<file path="config.mk">
export PLATFORM = sky130hd
export DESIGN_NAME = qadd_vec_pipe_flat
export DESIGN_NICKNAME = d
export VERILOG_FILES = /design/src/rtl/qadd_vec_pipe_if.sv /design/src/rtl/qadd_vec_pipe.sv /design/src/flat_wrapper.sv
export SDC_FILE = /design/constraint.sdc
export NUM_CORES = 1
export LEC_CHECK = 0
export ABC_AREA = 1
export ABC_CLOCK_PERIOD_IN_PS = 8400
export BUFFER_PORTS_ARGS = -buffer_cell sky130_fd_sc_hd__buf_2
export CAP_MARGIN = 15
export CORE_ASPECT_RATIO = 2
export CORE_MARGIN = 4
export CORE_UTILIZATION = 56
export DETAILED_ROUTE_END_ITERATION = 10
export PLACE_DENSITY = 0.8
export SLEW_MARGIN = 10
export SYNTH_ARGS = -nofsm -noshare
export SYNTH_HDL_FRONTEND = slang
export SYNTH_SLANG_ARGS = --single-unit
export TNS_END_PERCENT = 10
</file>
<file path="constraint.sdc">
create_clock -name clk -period 8.4 [get_ports clk]
set_input_delay 0.42 -clock clk [delete_from_list [all_inputs] [get_ports clk]]
set_output_delay 0.42 -clock clk [all_outputs]
set_load 0.005 [all_outputs]
</file>
<file path="src/rtl/qadd_vec_pipe_if.sv">
// qadd_vec_pipe_if: input-beat and output-result handshake bundle for qadd_vec_pipe
interface qadd_vec_pipe_if #(
  parameter int DATA_WIDTH = 16,
  parameter int LANES = 4
);
  logic in_valid;
  logic in_ready;
  logic in_last;
  logic mode;
  logic [LANES*DATA_WIDTH-1:0] a;
  logic [LANES*DATA_WIDTH-1:0] b;
  logic out_valid;
  logic out_ready;
  logic [LANES*DATA_WIDTH-1:0] out_data;
  logic [LANES-1:0] out_ovf;
  modport master (
    output in_valid, in_last, mode, a, b, out_ready,
    input  in_ready, out_valid, out_data, out_ovf
  );
  modport slave (
    input  in_valid, in_last, mode, a, b, out_ready,
    output in_ready, out_valid, out_data, out_ovf
  );
endinterface

</file>
<file path="src/rtl/qadd_vec_pipe.sv">
// qadd_vec_pipe: pipelined LANES-wide signed adder / packet accumulator.
// Define QADD_VEC_SATURATE_EN to clamp overflowing lanes instead of wrapping.
module qadd_vec_pipe #(
  parameter int DATA_WIDTH = 16,
  parameter int LANES = 4
) (
  input logic clk,
  input logic resetn,
  qadd_vec_pipe_if.slave bus
);
  localparam int W = LANES*DATA_WIDTH;
  typedef enum logic {IDLE, ACCUM} state_t;
  state_t state;
  logic [W-1:0] acc, nxt, out_data;
  logic [LANES-1:0] ovf, sticky, out_ovf;
  logic out_valid, in_ready, acc_mode, accept, load;
  // acc is zero whenever IDLE, so a first accumulate beat reduces to a+0
  always_comb begin
    acc_mode = state == ACCUM || bus.mode;
    in_ready = (state == ACCUM && !bus.in_last) || !out_valid || bus.out_ready;
    accept = bus.in_valid && in_ready;
    load = accept && (!acc_mode || bus.in_last);
  end
  for (genvar i = 0; i < LANES; i++) begin : g_lane
    logic [DATA_WIDTH-1:0] x, y;
    logic [DATA_WIDTH:0] sum;
    assign x = bus.a[i*DATA_WIDTH +: DATA_WIDTH];
    assign y = acc_mode ? acc[i*DATA_WIDTH +: DATA_WIDTH] : bus.b[i*DATA_WIDTH +: DATA_WIDTH];
    assign sum = {x[DATA_WIDTH-1], x} + {y[DATA_WIDTH-1], y};
    assign ovf[i] = sum[DATA_WIDTH] ^ sum[DATA_WIDTH-1];
`ifdef QADD_VEC_SATURATE_EN
    assign nxt[i*DATA_WIDTH +: DATA_WIDTH] = ovf[i] ? {sum[DATA_WIDTH], {(DATA_WIDTH-1){~sum[DATA_WIDTH]}}} : sum[DATA_WIDTH-1:0];
`else
    assign nxt[i*DATA_WIDTH +: DATA_WIDTH] = sum[DATA_WIDTH-1:0];
`endif
  end
  always_ff @(posedge clk or negedge resetn) begin
    if (!resetn) begin
      state <= IDLE;
      acc <= '0;
      sticky <= '0;
      out_valid <= 1'b0;
      out_data <= '0;
      out_ovf <= '0;
    end else begin
      if (load) begin
        out_data <= nxt;
        out_ovf <= sticky | ovf;
      end
      out_valid <= load || (out_valid && !bus.out_ready);
      if (accept && acc_mode) begin
        acc <= bus.in_last ? '0 : nxt;
        sticky <= bus.in_last ? '0 : sticky | ovf;
        state <= bus.in_last ? IDLE : ACCUM;
      end
    end
  end
  assign bus.in_ready = in_ready;
  assign bus.out_valid = out_valid;
  assign bus.out_data = out_data;
  assign bus.out_ovf = out_ovf;
endmodule

</file>
<file path="src/flat_wrapper.sv">
// flat-port wrapper written by rule: the top's interface ports become plain ports
module qadd_vec_pipe_flat 
#(
  parameter int DATA_WIDTH = 16,
  parameter int LANES = 4
)
  (clk, resetn, bus_in_valid, bus_in_last, bus_mode, bus_a, bus_b, bus_out_ready, bus_in_ready, bus_out_valid, bus_out_data, bus_out_ovf);
  qadd_vec_pipe_if #(.DATA_WIDTH(DATA_WIDTH), .LANES(LANES)) bus_i ();
  input logic clk;
  input logic resetn;
  input wire logic [$bits(bus_i.in_valid)-1:0] bus_in_valid;
  input wire logic [$bits(bus_i.in_last)-1:0] bus_in_last;
  input wire logic [$bits(bus_i.mode)-1:0] bus_mode;
  input wire logic [$bits(bus_i.a)-1:0] bus_a;
  input wire logic [$bits(bus_i.b)-1:0] bus_b;
  input wire logic [$bits(bus_i.out_ready)-1:0] bus_out_ready;
  output wire logic [$bits(bus_i.in_ready)-1:0] bus_in_ready;
  output wire logic [$bits(bus_i.out_valid)-1:0] bus_out_valid;
  output wire logic [$bits(bus_i.out_data)-1:0] bus_out_data;
  output wire logic [$bits(bus_i.out_ovf)-1:0] bus_out_ovf;
  assign bus_i.in_valid = bus_in_valid;
  assign bus_i.in_last = bus_in_last;
  assign bus_i.mode = bus_mode;
  assign bus_i.a = bus_a;
  assign bus_i.b = bus_b;
  assign bus_i.out_ready = bus_out_ready;
  assign bus_in_ready = bus_i.in_ready;
  assign bus_out_valid = bus_i.out_valid;
  assign bus_out_data = bus_i.out_data;
  assign bus_out_ovf = bus_i.out_ovf;
  qadd_vec_pipe #(.DATA_WIDTH(DATA_WIDTH), .LANES(LANES)) u_core (.clk(clk), .resetn(resetn), .bus(bus_i));
endmodule
</file>
== Word-level counts from Yosys, hierarchy flattened ==
Index checks and enable logic that the tools add are counted.

* Memory bits (writable): 0
* Output and inout bits: 70
* Register bits: 138
* ROM bits: 0
* Bits of input ports: 134
* Logic and storage cells: 36
* Bits in latches: 0
* Memories kept: 0

* Div/mod/pow operators: 0
* Magnitude comparators: 0
* Shift-type cells: 0
* Reductions and logical operators: 14
* $mul: 0
* $add $sub $neg: 4
* Eq/ne operators: 0
* Multiplexer cells: 7
* Bitwise logic cells: 5

{| class="wikitable"
|+ Operators with widths
! kind !! number
|-
| adder 16 x 16 -> 17 bit || 4
|-
| two-way mux 16 bit || 4
|-
| two-way mux 64 bit || 1
|-
| logical AND 1 bit || 5
|-
| logical OR 1 bit || 5
|-
| zero test 1 bit || 4
|-
| two-way mux 4 bit || 1
|-
| bitwise OR 4 bit || 1
|-
| bitwise XOR 1 bit || 4
|-
| two-way mux 1 bit || 1
|}

== Logic depth before layout (Yosys ltp) ==
Gate-level depths: netlist of the first run.

* Depth in word-level cells: 7
* Mapped depth: 19
* Gate-level depth less buffers: 18

== Worst setup path after synthesis of the first run ==
No wires, ideal clock.

* Path kind: in2reg
* Start: input port bus_mode
* End: register u_core.out_data[28] (netlist: u_core.bus.out_data[28])
* Arrival time: 2,710 ps
* Setup time: 66 ps
* Setup slack: 5,624 ps
* Buffers on the path: 2
* Required time: 8,334 ps
* Stages on the path: 14
* Cells stage by stage: nor2_2 clkbuf_1 clkbuf_1 o21ai_0 ha_1 fa_1 nand2_1 nand2_1 nand3_1 nand2_1 a21oi_1 xnor2_1 nand2_1 nand2_1

* Word-level cells in the longest chain between the ends: 4
* Elaborated cells between the ends (all ways): 6
* Classes of those cells: add/sub (1); mux (1); reduce/logical (4)

{| class="wikitable"
|+ Ends and longest elaborated chain
! what !! line !! source
|-
| from (decl) || flat_wrapper.sv:13 || <nowiki>input wire logic [$bits(bus_i.mode)-1:0] bus_mode;</nowiki>
|-
| logical OR 1 bit * || qadd_vec_pipe.sv:19 || <nowiki>acc_mode = state == ACCUM || bus.mode;</nowiki>
|-
| branches (longest 3 deep; another with adder 16 x 16 -> 17 bit) || n/a ||
|-
| to (signal assigned) || qadd_vec_pipe.sv:47 || <nowiki>out_data <= nxt;</nowiki>
|-
| to (decl) || qadd_vec_pipe.sv:14 || <nowiki>logic [W-1:0] acc, nxt, out_data;</nowiki>
|}

Every way passes the cells marked *.
A chain may end at the register's enable or synchronous reset.

== Worst setup path in the final report of the first run ==
* Start: register u_core.state
* End: register u_core.out_data[44] (netlist: u_core.bus.out_data[44])

* Word-level cells in the longest chain between the ends: 5
* Elaborated cells between the ends (all ways): 10
* Classes of those cells: add/sub (1); mux (1); reduce/logical (8)

{| class="wikitable"
|+ Ends and longest elaborated chain
! what !! line !! source
|-
| from (decl) || qadd_vec_pipe.sv:13 || <nowiki>state_t state;</nowiki>
|-
| from (signal assigned) || qadd_vec_pipe.sv:54 || <nowiki>state <= bus.in_last ? IDLE : ACCUM;</nowiki>
|-
| branches (longest 5 deep; another with adder 16 x 16 -> 17 bit) || n/a ||
|}

Several ways; the timed one is not identified.

==> results of run 1 <==
flip-flops by register name (all words and copies together), names as in the netlist:
name	count
u_core.state	1
u_core.bus.out_valid	1
u_core.sticky	4
u_core.acc	64
u_core.bus.out_data	64
u_core.bus.out_ovf	4
critical path: stages, from the launching register on:
cell,delay [ns]
dfrtp_1,0.43
nor2_4,0.09
buf_4,0.41
buf_4,0.61
inv_1,0.58
nand2_1,0.19
nand2_1,0.07
ha_1,0.33
nand2_1,0.19
inv_1,0.06
a21oi_1,0.14
nand2_1,0.17
a21oi_1,0.28
xnor2_1,0.18
nand2_1,0.08
nand2_1,0.09
power by group through the flow:
stage | Combinational (mW) | Clock (mW) | Sequential [mW]
2_1_floorplan | 1.28 | 0 | 1.10
3_3_place_gp | 1.87 | 0 | 1.11
3_5_place_dp | 1.90 | 0 | 1.11
4_1_cts | 1.92 | 0.827 | 1.11
5_1_grt | 2.17 | 0.850 | 1.14
6_report | 1.92 | 0.821 | 1.11
synth_stat cells:
cell type	instances	area [um^2]
ha_1	64	801
and2_1	8	50.1
nor2_4	2	22.5
a22o_1	4	35.0
xor2_1	32	280
inv_1	160	601
nand3b_1	10	75.1
nor3_1	8	40.0
nand2_2	1	6.26
xnor2_1	9	78.8
dfrtp_1	138	3450
nor2_2	2	12.5
o21ai_2	1	8.76
inv_2	4	15.0
o21bai_1	8	60.1
a21o_1	1	7.51
fa_1	4	80.1
nand4_1	7	43.8
o21a_1	2	15.0
buf_4	1	7.51
or2_2	5	31.3
a21oi_1	48	240
clkbuf_1	29	109
buf_2	8	40.0
buf_6	2	22.5
nand3_1	61	305
nand2_1	625	2350
nor2_1	56	210
o21ai_0	84	420
o21ai_1	3	15.0
o22ai_1	7	43.8
through the flow:
stage	cells	setup WS, ns	instance area (um^2)	hold slack (ns)	util (%)
2_1_floorplan	1394	5.62	9480	0.124	-
3_3_place_gp	1771	4.38	10600	0.452	63.8
3_5_place_dp	1771	4.32	10600	0.457	63.8
4_1_cts	1803	4.40	11300	0.107	67.6
5_1_grt	1804	4.09	11300	0.155	67.6
6_report	1804	4.40	11300	0.0683	67.6
cell families (layout without fill, tap and decap cells):
group / after synthesis / after routing / share of synthesized area [%]
XOR/XNOR: 41 / 41 / 3.79
other: 0 / 1 / 0
AND/OR/NAND/NOR: 785 / 785 / 33.2
buffers and inverters: 204 / 406 / 8.38
adder cells (fa/ha/maj): 68 / 68 / 9.30
AO/OA/AOI/OAI: 158 / 158 / 8.93
flip-flops: 138 / 138 / 36.4
cell type report:
cell class,count,share of cell area [%]
Timing Repair Buffer,210,9.53
Clock inverter,10,1.46
Clock buffer,22,4.20
Inverter,164,5.46
Antenna cell,1,0.0222
Tap cell,207,2.30
Sequential cell,138,30.6
Multi-Input combinational cell,1052,46.4
final timing paths:
kind | start | end | slack, ns
max in group asynchronous | resetn | u_core.bus.out_data[50] | 7.15
max | u_core.state | u_core.bus.out_data[44] | 4.40
min in group clk | bus_out_ready | u_core.bus.out_valid | 0.20
max reg2reg | u_core.state | u_core.bus.out_data[44] | 4.40
min | resetn | u_core.bus.out_data[15] | 0.07
min reg2reg | u_core.bus.out_data[17] | u_core.bus.out_data[17] | 0.47
layer usage:
metal  up-vias  routed length, um  share of wire [%]  track usage (%)
met5         -                  0                  0                0
met4         0               2090                7.0             23.7
met3       113               1400                4.7             3.78
met2       324              16100                 54             58.8
met1      4514              10200                 34             31.1
li1       4734                  -                  -                -
==> results.toml, run 1 <==
[timing]
fmax_ghz = 0.250
setup_viol = 0
min_period_ns = 4.00
worst_slew_pin_slew_ns = 0.908
skew_ns = 0.0105
hold_violations = 0
slew_headroom_pct = 39.5
rsz0062_at_grt = "no"
fin_setup_tns_ns = 0
final-max-slew-violation-count = 0
fin_crit_sh_pct = 47.6

[logic_synthesis]
synth_seq_cells = 138
syn_inst = 1394
syn_area_per_cell_um2 = 6.80
seq_area_frac_synth_pct = 36.4
yosys_warnings = 0
postSynthNetCount = 1596
synth.cell_area_um2 = 9480
ys_types = 31

[pwr]
power_frac_comb_pct = 49.8
p_int_mw = 2.19
p_total_mw = 3.85
p_sw_mw = 1.66
p_seq_share_pct = 28.8
p_leak_nw = 6.58
p_sw_share_pct = 43.1
p_clk_share_pct = 21.3
irDropWorstVdd_uv = 172
powerDensity_nw_per_um2 = 341

[setup_path]
worstRegToRegCells = 15
path_class = "reg -> reg"
path_max_fanout = 58
cp-end-kind = "register"
critPathRequiredTime_ns = 8.76
cp-start-kind = "register"
cp.arrival_ns = 4.36

[layout]
syn_to_final_growth_pct = 19.1
fillers = 1519
seq_area_um2 = 3450
final_nets = 1785
multiInputGateArea_um2 = 5240
mostFrequentLayoutCells = "nand2_1, buf_2, inv_1"
layout_commonest_cell = "nand2_1"
final_layout_size_suffix_gt1_share_pct = 16.0

[global_routing]
antenna_found_initial = 1
grt-ovfl-total = 0
grt_usage_pct = 31.6
grt_pass1_wl_um = 47300
grt_pass1_vias = 10200
grt_max_degree = 94

[routing]
routed_via_density = 5.37
finalWirelength_um = 29800
drt_iter0_drc = 438
firstDrtPassIters = 5
drc = 0
vias = 9685
ant_nets = 0
wl_per_cell_um = 16.5

[die]
die_x_um = 100
design.core.area_um2 = 16700
initial_utilization_pct = 56.8
rows = 67
fp.dieH_um = 192
io-pin-count = 204
die_area_um2 = 19200

[cts]
ctsResizeCount = 0
cts.sinks = 138
clk_path_buf_depth = 2
clkTransAtPathRegs_ns = 0.07
cts.hold.buffers_added = 0
insertion_delay_ns = 0.43
cts_tree = "done"
root_buffer = "clkbuf_16"
cts_setup_buffers = 0
h-tree-depth = 4
cts_buffers = 17

[placed_design]
gp_congestion = 1.01
portBuffers = 203
dp_hpwl_um = 22100

[job]
maxCapViolCount = 0

[status]
outcome = "finished clean"

[min_path]
hp-class = "in -> async"
Power figures use the tool's default switching activity.
==> inputs of run 2 (changes only) <==
--- a/config.mk
+++ b/config.mk
@@ -5,15 +5,15 @@
 export SDC_FILE = /design/constraint.sdc
 export NUM_CORES = 1
 export LEC_CHECK = 0
-export ABC_AREA = 1
-export ABC_CLOCK_PERIOD_IN_PS = 8400
+export ABC_AREA = 0
+export ABC_CLOCK_PERIOD_IN_PS = 3500
 export BUFFER_PORTS_ARGS = -buffer_cell sky130_fd_sc_hd__buf_2
 export CAP_MARGIN = 15
 export CORE_ASPECT_RATIO = 2
 export CORE_MARGIN = 4
-export CORE_UTILIZATION = 56
+export CORE_UTILIZATION = 50
 export DETAILED_ROUTE_END_ITERATION = 10
-export PLACE_DENSITY = 0.8
+export PLACE_DENSITY = 0.76
 export SLEW_MARGIN = 10
 export SYNTH_ARGS = -nofsm -noshare
 export SYNTH_HDL_FRONTEND = slang
==> constraint.sdc (replaced) <==
create_clock -name clk -period 3.5 [get_ports clk]
set_input_delay 0.175 -clock clk [delete_from_list [all_inputs] [get_ports clk]]
set_output_delay 0.175 -clock clk [all_outputs]
set_load 0.005 [all_outputs]
==> results.toml, run 2 <==
[status]
outcome = "finished clean"

[pwr]
p_sw_share_pct = 38.5
powerDensity_nw_per_um2 = 860
power_frac_comb_pct = 50.2
p_clk_share_pct = 20.0
p_leak_nw = 5.29
irDropWorstVdd_uv = 380
p_int_mw = 5.61
p_sw_mw = 3.52
p_total_mw = 9.13
p_seq_share_pct = 29.8

[cts]
cts.sinks = 138
clkTransAtPathRegs_ns = 0.06
insertion_delay_ns = 0.43
h-tree-depth = 4
root_buffer = "clkbuf_16"
cts_tree = "done"
clk_path_buf_depth = 2
cts_buffers = 17

[setup_path]
path_class = "reg -> reg"
critPathRequiredTime_ns = 3.82
slowest_delay_ns = 0.44
crit_chain = "nor2_4 > buf_12 > mux2_2 > ha_1 > fa_1 > a211oi_2 > o211ai_1 > a31oi_2 > o21bai_2 > a221o_1 > xor2_1 > o31a_1"
cp-end-kind = "register"
critical-path-slowest-cell = "fa_1"
cp.arrival_ns = 3.65
path_max_fanout = 5
cp-start-kind = "register"

[timing]
min_period_ns = 3.33
setup_viol = 0
fin_setup_tns_ns = 0
final-max-slew-violation-count = 0
rsz0062_at_grt = "no"
fmax_ghz = 0.300
skew_ns = 0.00960
slew_headroom_pct = 27.8
whs_ns = 0.0953
fin_crit_sh_pct = 95.2
worst_slew_pin_slew_ns = 1.08
hold_violations = 0

[global_routing]
grt_max_degree = 93
grt_usage_pct = 25.8
grt_pass1_vias = 8310
grt_pass1_wl_um = 39700
antenna_found_initial = 3
grt-ovfl-total = 0

[layout]
final_layout_size_suffix_gt1_share_pct = 33.9
mostFrequentLayoutCells = "buf_2, dfrtp_1, nand2_1"
layout_commonest_cell = "buf_2"
syn_to_final_growth_pct = 23.3
reg_top3 = "u_core.acc: 64 flops, u_core.bus.out_data: 64 flops"
fillers = 1457
multiInputGateArea_um2 = 4990
utilization_pct = 63.0
seq_area_um2 = 3450
final_nets = 1270
final_area_um2 = 10600

[placed_design]
dp_hpwl_um = 18100
place_area_um2 = 9970
portBuffers = 203
gp_congestion = 0.878

[logic_synthesis]
synthMuxAreaShare_pct = 11.4
syn_inst = 858
yosys_warnings = 0
syn_area_per_cell_um2 = 10.0
seq_area_frac_synth_pct = 40.1
ys_async_sr_fraction_pct = 100
synth_seq_cells = 138
synth_edf_count = 0
synth_most_common_cell = "dfrtp_1"
yosys_most_used_dff = "dfrtp_1"
synth_adder_area_share_pct = 10.2
ys_types = 63
yosys.area.top_type_share_pct = 40.1
ys_top_cells_by_area = "dfrtp_1, mux2_2, ha_1"
synthSimpleGateAreaFrac_pct = 10.7
ys_top_cells_by_count = "dfrtp_1, nand2_1, mux2_2"
synth.cell_area_um2 = 8610
synth-compound-area-share_pct = 19.6
synth_top_family_by_area = "compound AO/OA/AOI/OAI gates"
yosys.area.top_type = "dfrtp_1"
postSynthNetCount = 1060
synth_xor_xnor_area_share_pct = 5.49

[routing]
routed_via_density = 5.84
drc = 0
vias = 7515
wl_per_cell_um = 19.3
ant_nets = 0
firstDrtPassIters = 8
drt_iter0_drc = 229
finalWirelength_um = 24800

[die]
die_x_um = 101
design.core.area_um2 = 16800
rows = 67
die_area_um2 = 19500
io-pin-count = 204
fp.dieH_um = 194
initial_utilization_pct = 51.1

[job]
maxCapViolCount = 0

[min_path]
hp-class = "in -> reg"
[run 2: cell types whose count changed after synthesis, sizes merged, moves of 12 or more]
cell	previous run	this run
a21o	1	13
inv	164	19
o21ai	88	68
nand2	626	117
mux2	0	87
xnor2	9	33
nand3	61	10
a22o	4	48
[run 2: kinds of logic (layout without fill, tap and decap cells)]
family / count (synthesis) / after routing
AOI/OAI and AO/OA: 243 / 243
muxes: 87 / 87
buffers and inverters: 54 / 275
and+or+nand+nor: 214 / 214
DFF: 138 / 138
adders and majority gates: 68 / 68
other: 0 / 1
xor gates and xnor gates: 54 / 54
[run 2: critical path, delay by kind of cell (launching register included)]
family / cells / cell delay [ns]
AOI/OAI and AO/OA: 6 / 1.35
xor gates and xnor gates: 1 / 0.16
adders and majority gates: 2 / 0.67
buffers and inverters: 1 / 0.14
DFF: 1 / 0.40
muxes: 1 / 0.33
and+or+nand+nor: 1 / 0.17
[run 2: what timing repair did]
action	CTS	global route
hold buffers	1	0
endpoints found under the setup margin	0	19
gates resized for setup	0	4
buffers inserted	0	2
hold endpoints to repair	91	0
[run 2: path summary, 6_finish.rpt]
check,start,end,slack (ns),cells after the start
setup reg to reg,u_core.state,u_core.bus.out_ovf[0],0.17,12
setup / recovery,u_core.state,u_core.bus.out_ovf[0],0.17,12
hold / removal,bus_a[32],u_core.bus.out_data[32],0.1,4
max in group asynchronous,resetn,u_core.acc[62],2.31,3
min in group asynchronous,resetn,u_core.bus.out_data[25],0.40,2
hold reg to reg,u_core.bus.out_data[17],u_core.bus.out_data[17],0.47,2
[run 2: metal layers]
layer	GRT usage (%)	up-vias	wire, um
met3	5.87	85	1500
li1	-	3534	-
met5	0	-	22
met1	25.7	3633	8630
met2	46.9	259	13400
met4	15.3	4	1270
[run 2: final cells by class]
cell class / count / share of cell area (%)
diodes: 1 / 0.0236
clock buffers: 23 / 4.69
clock inverters: 7 / 0.849
inverters: 19 / 0.672
multi-input cells: 666 / 47.0
flip-flops and latches: 138 / 32.5
well taps: 207 / 2.44
repair buffers: 226 / 11.8
[run 2: through the flow]
stage	setup WS, ns	instances
floorplan	0.00369	858
global placement	0.140	1253
detailed placement	0.0652	1253
CTS	0.0370	1284
global route	0.0117	1287
finish	0.168	1287
[run 2: power by group through the flow]
stage	Clock (mW)	Combinational, mW	Sequential, mW
final	1.82	4.58	2.72
after global routing	1.92	5.09	2.80
after CTS	1.86	4.56	2.72
after detailed placement	0	4.52	2.73
after global placement	0	4.40	2.71
after floorplan	0	3.16	2.68
